--- src/rtl/asip_stats_sequencer.sv ---
// Sequencer for the ASIP max/min/average datapath: streams a block of samples,
// then divides the running sum by the sample count with a restoring divider.
module asip_stats_sequencer #(
  parameter int DATA_W = 8,
  parameter int ADDR_W = 8,
  parameter int SUM_W  = 16
) (
  input  logic              CLK,
  input  logic              RESET,
  input  logic              START,
  input  logic [ADDR_W-1:0] BASE_ADDR,
  input  logic [7:0]        COUNT,
  output logic [ADDR_W-1:0] MEM_ADDR,
  output logic              MEM_RD,
  input  logic [DATA_W-1:0] MEM_RDATA,
  output logic              BUSY,
  output logic              DONE,
  output logic              ERR,
  output logic [DATA_W-1:0] MAX,
  output logic [DATA_W-1:0] MIN,
  output logic [DATA_W-1:0] QUOTIENT,
  output logic [DATA_W-1:0] REMAINDER
);

  // state | meaning
  // IDLE  | waiting for START
  // FETCH | one read per cycle, idx = 0..COUNT-1
  // DRAIN | accumulate the last returning sample
  // DIV   | SUM_W restoring-divide iterations, MSB first
  // FIN   | DONE pulse, results already loaded
  typedef enum logic [2:0] {S_IDLE, S_FETCH, S_DRAIN, S_DIV, S_FIN} state_t;

  localparam int DC_W = $clog2(SUM_W);

  state_t            state, state_next;
  logic [ADDR_W-1:0] base;
  logic [7:0]        cnt;
  logic [7:0]        idx;
  logic              vld;
  logic [DATA_W-1:0] work_max, work_min;
  logic [SUM_W-1:0]  sum;
  logic [DATA_W-1:0] rem;
  logic [DATA_W-1:0] quo;
  logic [DC_W-1:0]   div_cnt;

  logic [DATA_W:0]   rem_sh, rem_sub;
  logic              q_bit;
  logic [DATA_W-1:0] rem_next;

  // rem < cnt always holds, so the borrow of the trial subtraction is the
  // inverted quotient bit.
  always_comb begin
    rem_sh   = {rem, sum[div_cnt]};
    rem_sub  = rem_sh - {1'b0, DATA_W'(cnt)};
    q_bit    = ~rem_sub[DATA_W];
    rem_next = q_bit ? rem_sub[DATA_W-1:0] : rem_sh[DATA_W-1:0];
  end

  always_ff @(posedge CLK or negedge RESET) begin
    if (!RESET) state <= S_IDLE;
    else        state <= state_next;
  end

  always_comb begin
    state_next = state;
    case (state)
      S_IDLE:  if (START) state_next = (COUNT == 8'd0) ? S_FIN : S_FETCH;
      S_FETCH: if (idx == cnt - 8'd1) state_next = S_DRAIN;
      S_DRAIN: state_next = S_DIV;
      S_DIV:   if (div_cnt == '0) state_next = S_FIN;
      S_FIN:   state_next = S_IDLE;
      default: state_next = S_IDLE;
    endcase
  end

  always_comb begin
    BUSY     = (state != S_IDLE);
    DONE     = (state == S_FIN);
    MEM_RD   = (state == S_FETCH);
    MEM_ADDR = MEM_RD ? base + ADDR_W'(idx) : '0;
  end

  always_ff @(posedge CLK or negedge RESET) begin
    if (!RESET) begin
      base      <= '0;
      cnt       <= '0;
      idx       <= '0;
      vld       <= 1'b0;
      work_max  <= '0;
      work_min  <= '0;
      sum       <= '0;
      rem       <= '0;
      quo       <= '0;
      div_cnt   <= '0;
      MAX       <= '0;
      MIN       <= '0;
      QUOTIENT  <= '0;
      REMAINDER <= '0;
      ERR       <= 1'b0;
    end else begin
      vld <= (state == S_FETCH);
      if (vld) begin
        if (MEM_RDATA > work_max) work_max <= MEM_RDATA;
        if (MEM_RDATA < work_min) work_min <= MEM_RDATA;
        sum <= sum + SUM_W'(MEM_RDATA);
      end
      case (state)
        S_IDLE: begin
          if (START) begin
            if (COUNT != 8'd0) begin
              base     <= BASE_ADDR;
              cnt      <= COUNT;
              idx      <= '0;
              work_max <= '0;
              work_min <= '1;
              sum      <= '0;
            end else begin
              MAX       <= '0;
              MIN       <= '0;
              QUOTIENT  <= '0;
              REMAINDER <= '0;
              ERR       <= 1'b1;
            end
          end
        end
        S_FETCH: idx <= idx + 8'd1;
        S_DRAIN: begin
          rem     <= '0;
          quo     <= '0;
          div_cnt <= DC_W'(SUM_W - 1);
        end
        S_DIV: begin
          rem     <= rem_next;
          quo     <= {quo[DATA_W-2:0], q_bit};
          div_cnt <= div_cnt - 1'b1;
          if (div_cnt == '0) begin
            MAX       <= work_max;
            MIN       <= work_min;
            QUOTIENT  <= {quo[DATA_W-2:0], q_bit};
            REMAINDER <= rem_next;
            ERR       <= 1'b0;
          end
        end
        default: ;
      endcase
    end
  end

endmodule

--- config.mk ---
export PLATFORM = sky130hd
export DESIGN_NAME = asip_stats_sequencer
export DESIGN_NICKNAME = d
export VERILOG_FILES = /design/src/rtl/asip_stats_sequencer.sv
export SDC_FILE = /design/constraint.sdc
export NUM_CORES = 1
export LEC_CHECK = 0
export ABC_AREA = 1
export CAP_MARGIN = 20
export CORE_ASPECT_RATIO = 0.9
export CORE_MARGIN = 1.5
export CORE_UTILIZATION = 50
export DETAILED_ROUTE_END_ITERATION = 6
export MAX_ROUTING_LAYER = met4
export PLACE_DENSITY = 0.86
export SYNTH_ARGS = -nofsm -noshare
export SYNTH_HDL_FRONTEND = slang
export SYNTH_SLANG_ARGS = --single-unit
--- constraint.sdc ---
create_clock -name CLK -period 2.75 [get_ports CLK]
set_clock_uncertainty 0.15 [all_clocks]
set_input_delay 0.4125 -clock CLK [delete_from_list [all_inputs] [get_ports CLK]]
set_output_delay 0.4125 -clock CLK [all_outputs]
set_load 0.03 [all_outputs]
**Word-level counts from Yosys, hierarchy flattened**

Index checks and enable logic that the tools add are counted.

- Input bits: 27
- Word-level logic and storage cells: 91
- Output and inout port bits: 44
- Register bits: 112

- Add/subtract/negate cells: 6
- $lt $le $gt $ge: 3
- Reductions and logical operators: 12
- Bitwise logic cells: 1
- Equal/unequal tests: 10
- Multiplexer cells: 43

Operators by type and width:

| operator | count |
|---|---|
| 8-bit two-way mux | 20 |
| 8-bit case mux with 2 select lines | 6 |
| 16-bit two-way mux | 4 |
| 16-bit by 8-bit adder with 16-bit output | 1 |
| 7-bit case mux with 2 select lines | 1 |
| 3-bit two-way mux | 4 |
| 3-bit case mux with 4 select lines | 1 |
| 3-bit AND reduction | 3 |
| 9-bit by 8-bit subtractor with 9-bit output | 1 |
| 8-bit by 1-bit adder with 8-bit output (second input constant) | 1 |
| 8-bit adder | 1 |
| 8-bit equality test | 1 |
| 8-bit greater-than comparator | 1 |
| 8-bit logical NOT | 1 |
| 8-bit less-than comparator | 1 |
| 2-bit != test (second input constant) | 4 |
| 4-bit case mux with 2 select lines | 1 |
| 8-bit nonzero test | 1 |
| 8-bit by 1-bit subtractor with 8-bit output (second input constant) | 1 |
| 3-bit by 2-bit equality test with 1-bit output (second input constant) | 2 |
| 2-bit nonzero test | 3 |
| 4-bit by 5-bit less-than comparator with 1-bit output (second input constant) | 1 |
| 1-bit binary-select mux with 4-bit select | 1 |
| 4-bit logical NOT | 1 |
| 10 further kinds | 13 |

**Depth between registers and ports, before layout**

Gate-level depths: netlist of the first run.

- Depth in word-level cells: 6
- Gate-level depth with buffers: 22
- Gate-level depth less buffers: 22

**Worst setup path before layout of the first run**

No wires, ideal clock.

- Path type: register to register
- Start point: reg div_cnt[0]
- End point: reg rem[3]
- Data required time: 2.467 ns
- Path buffers: 1
- Setup slack: -0.120 ns
- Setup time: 0.133 ns
- Period minus slack after synthesis: 2.870 ns
- Cell stages (with the launch flop): 20
- Arrival: 2.588 ns
- Cells stage by stage: dfrtp_1 -> clkbuf_1 -> nand2_1 -> o21ai_0 -> nand2_1 -> nand3_1 -> nand3_1 -> nand2_1 -> inv_1 -> ha_1 -> fa_1 -> inv_1 -> nand3_1 -> nand2_1 -> nand2_1 -> nand3_1 -> nand2_1 -> or2_2 -> nand3_1 -> o21ai_0

- Word-level cells in the longest chain between the ends: 5

RTL lines:

| element | line | source |
|---|---|---|
| start: declaration | 44 | `logic [DC_W-1:0] div_cnt;` |
| start signal: assignment | 130 | `div_cnt <= DC_W'(SUM_W - 1);` |
| start signal: assignment | 135 | `div_cnt <= div_cnt - 1'b1;` |
| 1-bit binary-select mux with 4-bit select | 53 | `rem_sh = {rem, sum[div_cnt]};` |
| 1-bit two-way mux (implied by the code) | 53 |  |
| 9-bit by 8-bit subtractor with 9-bit output | 54 | `rem_sub = rem_sh - {1'b0, DATA_W'(cnt)};` |
| 8-bit two-way mux | 56 | `rem_next = q_bit ? rem_sub[DATA_W-1:0] : rem_sh[DATA_W-1:0];` |
| 8-bit case mux with 2 select lines | 107 | `case (state)` |
| end signal: assignment | 133 | `rem <= rem_next;` |
| end: declaration | 42 | `logic [DATA_W-1:0] rem;` |

Every way passes these cells. The select of a mux whose other input is x is not followed.
A chain may end at the register's enable or synchronous reset.

**Worst setup path after layout of the first run**

- Start point: reg div_cnt[0]
- End point: reg REMAINDER[0]

- Word-level cells in the longest chain between the ends: 6
- Elaborated cells on any way between the ends: 9
- Classes of those cells: add/sub (1); eq/ne (1); mux (5); reduce/logical (2)

RTL lines:

| element | line | source |
|---|---|---|
| 1-bit binary-select mux with 4-bit select | 53 |  |
| 1-bit two-way mux (implied by the code) | 53 |  |
| 9-bit by 8-bit subtractor with 9-bit output | 54 |  |
| 8-bit two-way mux | 56 |  |
| 8-bit two-way mux | 136 | `if (div_cnt == '0) begin` |
| 8-bit case mux with 2 select lines | 107 |  |
| end signal: assignment | 140 | `REMAINDER <= rem_next;` |
| end: declaration | 22 | `output logic [DATA_W-1:0] REMAINDER` |

Several ways; a longest one is shown, not always the timed one. The select of a mux whose other input is x is not followed.

==> qor.txt, run 1 <==
Hold Crit Depth: 2
Drt pass-1 iters: 5
Nets: 1020
Slowest stage delay, CP: 470 ps
Crit path time final: 2880 ps
Final setup fails: 18
Most frequent cells in the layout: nand2_1, dfrtp_1, inv_1
Critical Path AT: 2990 ps
DRT antenna net count: 0
GP Congestion: 0.917
Initial antenna violation count: 0
Leakage power: 0.00408 uW
Port bufs: 70
Die ar.: 13800 um2
Relative slew slack: 55.8%
Worst vdd ir: 0.535 mV
Worst Hold Path EP: MIN[5]
Worst Path Max Fanout: 7
Cells after synthesis: 847
GRT Util Overall: 26.0%
CP Class: reg2reg
CP Data Required Time: 2860 ps
Fmax: 348 MHz
RR Endpoint: REMAINDER[0]
Core Region: 12700 um2
Origin of the critical flop-to-flop path: div_cnt[0]
Synthesized area: 6570 um2
Max-slew violation count: 0
Final cell count without fillers: 1118
Hold Vio Cnt, Final: 0
Clock Path Buffers: 2
Status: finished with violations
CTS tree: done
Pin count of the biggest net entering global routing: 49
Post-synthesis net count: 918
Seq/Total Area, Yosys: 42.7%
Detailed placement HPWL: 11700 um
Area growth, synth to finish: 24.1%
Startpoint types: flip-flop
I/O Pins: 71
Grt total ovfl: 0
Utilization after layout: 64.0%
Routed WL: 17100 um
Post-Place Cells: 1096
Post-synthesis average cell area: 7.75 um2
Starting density of the core: 51.5%
Post-synthesis cell type count: 36
Most common cell after layout, fill and taps aside: nand2_1
Worst-skew pair later-pin latency: 370 ps
Via count: 6146
Via-to-Cell Ratio: 5.50
Critical path cell sequence: buf_6 > nand2_2 > o21ai_2 > nand2_1 > nand3_1 > nand3_1 > nand2_1 > inv_2 > ha_4 > fa_2 > inv_2 > nand3_2 > nand2_2 > nand2_4 > nand2_4 > nand2_4 > nand2_4 > nand2_2 > nand2_1 > inv_2 > nand3_1 > nand2_1
Diode count: 0
CTS clk-pin slew, worst paths: 80 ps
First-pass GRT wire length: 27400 um
Routed wire per std cell: 15.3 um
H-tree depth: 3
Number of fillers in the final layout: 975
PnR worst setup slack: -125 ps
Worst Hold Class: reg2reg
Die Wd: 124 um
HP Start: MIN[5]
Power per cell area: 1310 nW/um2
RSZ-0062 raised after global routing: yes
Num CTS Buffers: 9
Total clock sinks: 112
Fraction of layout cells with a size suffix above 1: 12.7%
Reg2reg setup slack: -130 ps
DRC: 0
Max-cap viol count: 0
CTS root buffer: clkbuf_16
Vias in the first global route: 5879
Ys Warns: 0
Die height: 112 um
CP endpoint kind: flip-flop
R2R depth: 22
Num rows: 39
Final period util: 105%
DR iter-0 viols: 542
#FFs+latches synth: 112
Failing checks: negative setup slack
Worst slew pin tran: 662 ps
Slowest cell on the critical path: dfrtp_2
[registers in the layout (all words and copies together) (netlist names)]
signal	cells
sum	16
MAX	8
MIN	8
QUOTIENT	8
REMAINDER	8
base	8
cnt	8
idx	8
rem	8
work_max	8
work_min	8
quo	7
div_cnt	4
state	3
ERR	1
vld	1
[synth_stat cells, drive strengths merged]
master / n / area (um2)
o21ai: 83 / 430
and2: 1 / 6.26
nand3b: 2 / 15.0
a31oi: 2 / 12.5
o22ai: 10 / 62.6
or2: 8 / 50.1
buf: 12 / 77.6
fa: 3 / 60.1
dfrtp: 112 / 2800
o21bai: 2 / 15.0
o211ai: 4 / 30.0
o21a: 3 / 22.5
xor2: 12 / 105
a21oi: 46 / 230
ha: 41 / 513
nor3: 10 / 66.3
nor2: 47 / 176
a211oi: 1 / 12.5
clkbuf: 7 / 26.3
nand4: 9 / 56.3
inv: 117 / 442
nand2: 234 / 901
xnor2: 6 / 52.6
a22o: 3 / 26.3
nand3: 72 / 373
[repair_timing]
item | CTS | global route
pin swaps | 4 | 15
endpoints found under the hold margin | 45 | 0
endpoints found under the setup margin | 26 | 21
hold buffers | 1 | 0
setup buffers | 2 | 2
resized for setup | 28 | 48
cloned | 1 | 0
[area by class of cell]
class / instances / area (um2) / share of cell area [%]
tap: 164 / 205 / 2.52
multi-input combinational: 600 / 3400 / 41.7
clock inverter: 7 / 67.6 / 0.829
timing repair buffer: 109 / 1000 / 12.3
clock buffer: 9 / 225 / 2.76
sequential: 112 / 2810 / 34.4
inverter: 117 / 442 / 5.42
[per-layer routing]
metal	up-vias	GRT usage (%)	routed length, um
met3	37	5.38	981
met4	0	8.97	421
met5	-	-	0
li1	2957	-	-
met1	2944	34.6	7700
met2	208	39.5	8000
[how the worst max path moves through the flow]
stage,to,from,slack (ps),cells after the start
6_report,REMAINDER[0],div_cnt[0],-130,22
5_1_grt,REMAINDER[3],div_cnt[0],-260,19
4_1_cts,MEM_ADDR[6],base[0],0.4,10
3_5_place_dp,rem[3],div_cnt[0],-210,19
3_3_place_gp,rem[3],div_cnt[0],-40,19
2_1_floorplan,rem[3],div_cnt[0],20,18
[through the flow]
step	setup slack, ps	power (uW)	cell area, um2	TNS [ps]	hold slack, ps
after global routing	-262	11500	8150	-4280	360
final	-125	10700	8150	-1580	334
after detailed placement	-211	8790	7630	-1870	319
after floorplan	22.3	6930	6570	0	-33.1
after CTS	0.369	10300	8010	0	337
after global placement	-41.9	8590	7630	-53.1	313
[logic make-up after synthesis]
kind of cell             count (synthesis)  share of synthesized area (%)
adder cells (fa/ha/maj)                 44                           8.73
buffers and inverters                  136                           8.31
AO/OA/AOI/OAI                          154                           12.8
XOR/XNOR                                18                           2.40
AND/OR/NAND/NOR                        383                           25.0
flip-flops                             112                           42.7
[critical path: cells and delay by family, from the launching register on]
kind	cells	cell delay (ps)
buffers and inverters	4	370
adder cells (fa/ha/maj)	2	540
AO/OA/AOI/OAI	1	70
AND/OR/NAND/NOR	15	1180
flip-flops	1	470
[where the power goes]
part	leakage (uW)	internal, uW	switching, uW
clock	0.000139	635	674
sequential	0.00142	2360	622
combinational	0.00253	2440	3930
total	0.00408	5430	5230
No activity file was read; power rests on OpenSTA's default activity.
==> inputs of run 2 (changes only) <==
--- a/config.mk
+++ b/config.mk
@@ -7,7 +7,6 @@
 export LEC_CHECK = 0
 export ABC_AREA = 1
 export CAP_MARGIN = 20
-export CORE_ASPECT_RATIO = 0.9
 export CORE_MARGIN = 1.5
 export CORE_UTILIZATION = 50
 export DETAILED_ROUTE_END_ITERATION = 6
==> run 2 against run 1 <==
Net effect: the flow still finishes with violations (negative setup slack); sequential cell count is the same; non-clock buffer count grew 5; highest routed layer unchanged; critical path depth shrank 2; worst setup slack lost 32 ps; register-to-register slack lost 30 ps; final area grew 0.48%; cell count grew 1.1%.
==> qor.txt, run 2 (synthesis gave the netlist of run 1 again) <==
Routed wire per std cell: 15.3 um (-0.11%)
Reg2reg setup slack: -160 ps (-30 ps)
Final period util: 106% (+1.2 points)
DRT antenna net count: 0 (unchanged)
Status: finished with violations
Detailed placement HPWL: 11800 um (+1.3%)
Die ar.: 13800 um2 (about the same)
GRT Util Overall: 25.1% (-0.89 points)
PnR worst setup slack: -158 ps (-32.2 ps)
Die height: 118 um (+5.3%)
DRC: 0 (unchanged)
Die Wd: 118 um (-5.0%)
Hold Vio Cnt, Final: 0 (unchanged)
Worst-skew pair later-pin latency: 350 ps (-20 ps)
CP Class: reg2reg
Wl on met1: 7340 um (-4.7%)
Worst vdd ir: 0.513 mV (-4.1%)
Part of the power in combinational logic: 60.0% (+0.2 points)
Total placed instance area: 7670 um2 (+0.46%)
Number of fillers in the final layout: 1039 (+6.6%)
Net load switching power: 5180 uW (-0.98%)
Diode count: 0 (unchanged)
Max-slew violation count: 0 (unchanged)
Final setup fails: 18 (unchanged)
Num CTS Buffers: 9 (unchanged)
Fraction of layout cells with a size suffix above 1: 12.9% (+0.26 points)
Num rows: 41 (+5.1%)
Number of flip-flops under the largest register name: 16 (unchanged)
RSZ-0062 raised after global routing: yes
Total clock sinks: 112 (unchanged)
Sequential share of power: 27.9% (about the same)
First-pass GRT wire length: 27900 um (+2.1%)
Post-route design area: 8190 um2 (+0.48%)
Max-cap viol count: 0 (unchanged)
Initial antenna violation count: 0 (unchanged)
Relative slew slack: 55.2% (-0.54 points)
Worst Setup EP: rem[7]
Leakage power: 0.00410 uW (+0.48%)
Pin count of the biggest net entering global routing: 53 (+8.2%)
Origin of the critical flop-to-flop path: div_cnt[0]
Most flops, register: sum
DR iter-0 viols: 560 (+3.3%)
Failing checks: negative setup slack
Routed WL: 17300 um (+0.96%)
Most frequent cells in the layout: nand2_1, dfrtp_1, inv_1
CTS root buffer: clkbuf_16
TNS Setup: -1360 ps (+221 ps)
Internal Power: 5520 uW (+1.6%)
Vias in the first global route: 5955 (+1.3%)
Worst Path Max Fanout: 8 (+1)
I/O Pins: 71 (unchanged)
Startpoint types: flip-flop
Worst slew pin tran: 671 ps (+9.02 ps)
Nets: 1025 (+0.49%)
CTS clk-pin slew, worst paths: 70 ps (about the same)
H-tree depth: 3 (unchanged)
Via count: 6238 (+1.5%)
Most common cell after layout, fill and taps aside: nand2_1
DR top layer: met4
Drt pass-1 iters: 5 (unchanged)
Via-to-Cell Ratio: 5.52 (+0.42%)
Core Region: 12700 um2 (-0.11%)
Power per cell area: 1310 nW/um2 (-0.13%)
Worst Hold Class: reg2reg
Met2 routed WL: 8640 um (+8.0%)
Fmax: 344 MHz (-1.1%)
RR Endpoint: rem[7]
Port bufs: 70 (unchanged)
Worst Setup SP: div_cnt[0]
Grt total ovfl: 0 (unchanged)
Area growth, synth to finish: 24.7%
CP endpoint kind: flip-flop
Clock power share: 12.1% (-0.2 points)
Clock Path Buffers: 2 (unchanged)
GP Congestion: 0.911 (-0.59%)
Critical Path AT: 2960 ps (-30 ps)
Utilization after layout: 64.3% (+0.37 points)
CTS tree: done
Switching share of total power: 48.4% (-0.65 points)
Starting density of the core: 51.6% (+0.056 points)
Routed length on met3: 876 um (-11%)
Crit path time final: 2910 ps (+32.2 ps)
CP Data Required Time: 2810 ps (-50 ps)
R2R depth: 20 (-9.1%)
==> run 2: cell count changes in the layout (fill, tap and decap cells not counted), sizes merged <==
cell         before  now
clkbuf           10   13
buf              41   50
clkinv            4    1
inv             119  118
dlygate4sd2       5    1
==> run 2: power groups by stage <==
stage / clock network, uW / registers, uW / logic, uW
after floorplan: 0 / 3180 / 3750
after global placement: 0 / 2930 / 5640
after detailed placement: 0 / 2950 / 5850
after CTS: 1300 / 2930 / 5970
after global routing: 1370 / 3050 / 7070
final: 1290 / 2980 / 6420
==> run 2: critical path, cell delays in order (launching register included) <==
cell and delay (ps):
dfrtp_2 470, buf_6 150, nand2_1 60, o21ai_1 90, nand2_1 80, nand3_1 90, nand3_2 80, nand2_2 70
inv_2 50, ha_4 160, fa_2 380, inv_2 60, nand3_2 70, nand2_4 100, nand2_4 80, nand3_1 150
nand2_4 110, nand2_1 80, nand2_1 90, nand2_1 90, o21ai_0 100
==> run 2: how the worst min path moves through the flow <==
stage | startpoint | end | slack [ps] | cells past startpoint
global route | MIN[7] | MIN[7] | 360 | 2
finish | base[4] | base[4] | 330 | 2
global placement | base[0] | base[0] | 320 | 2
floorplan | RESET | ERR | -30 | 0
detailed placement | base[4] | base[4] | 320 | 2
CTS | base[4] | base[4] | 340 | 2
==> run 2: timing repair <==
action	CTS	global route
hold endpoints to repair	48	0
resized for setup	13	47
pin swaps	0	12
gates cloned	0	1
hold buffers	1	0
buffers inserted	2	2
endpoints found under the setup margin	21	21
==> run 2: metal layers <==
metal,vias up,track usage [%]
met1,2971,32.1
met5,-,-
met2,246,40.7
met3,43,2.86
met4,0,10.7
li1,2978,-
==> run 2: area by class of cell <==
cell class	count	area [um2]	share of cell area, %
multi-input cells	600	3400	41.6
flip-flops and latches	112	2810	34.3
repair buffers	114	1030	12.6
inverters	117	442	5.40
clock buffers	12	267	3.26
well taps	172	215	2.63
clock inverters	3	25.0	0.306
==> run 2: per-stage QoR <==
step           setup WS, ps  total power (uW)  hold slack, ps  instances
2_1_floorplan          22.3              6930           -33.1        847
3_3_place_gp          -37.3              8570             316       1109
3_5_place_dp           -147              8800             320       1109
4_1_cts                6.25             10200             337       1127
5_1_grt                -315             11500             363       1130
6_report               -158             10700             335       1130
==> inputs of run 3 (changes only) <==
--- a/config.mk
+++ b/config.mk
@@ -7,6 +7,7 @@
 export LEC_CHECK = 0
 export ABC_AREA = 1
 export CAP_MARGIN = 20
+export CORE_ASPECT_RATIO = 0.9
 export CORE_MARGIN = 1.5
 export CORE_UTILIZATION = 50
 export DETAILED_ROUTE_END_ITERATION = 6
==> results of run 3 <==
Final layout, timing and power as in run 1 (identical DEF).
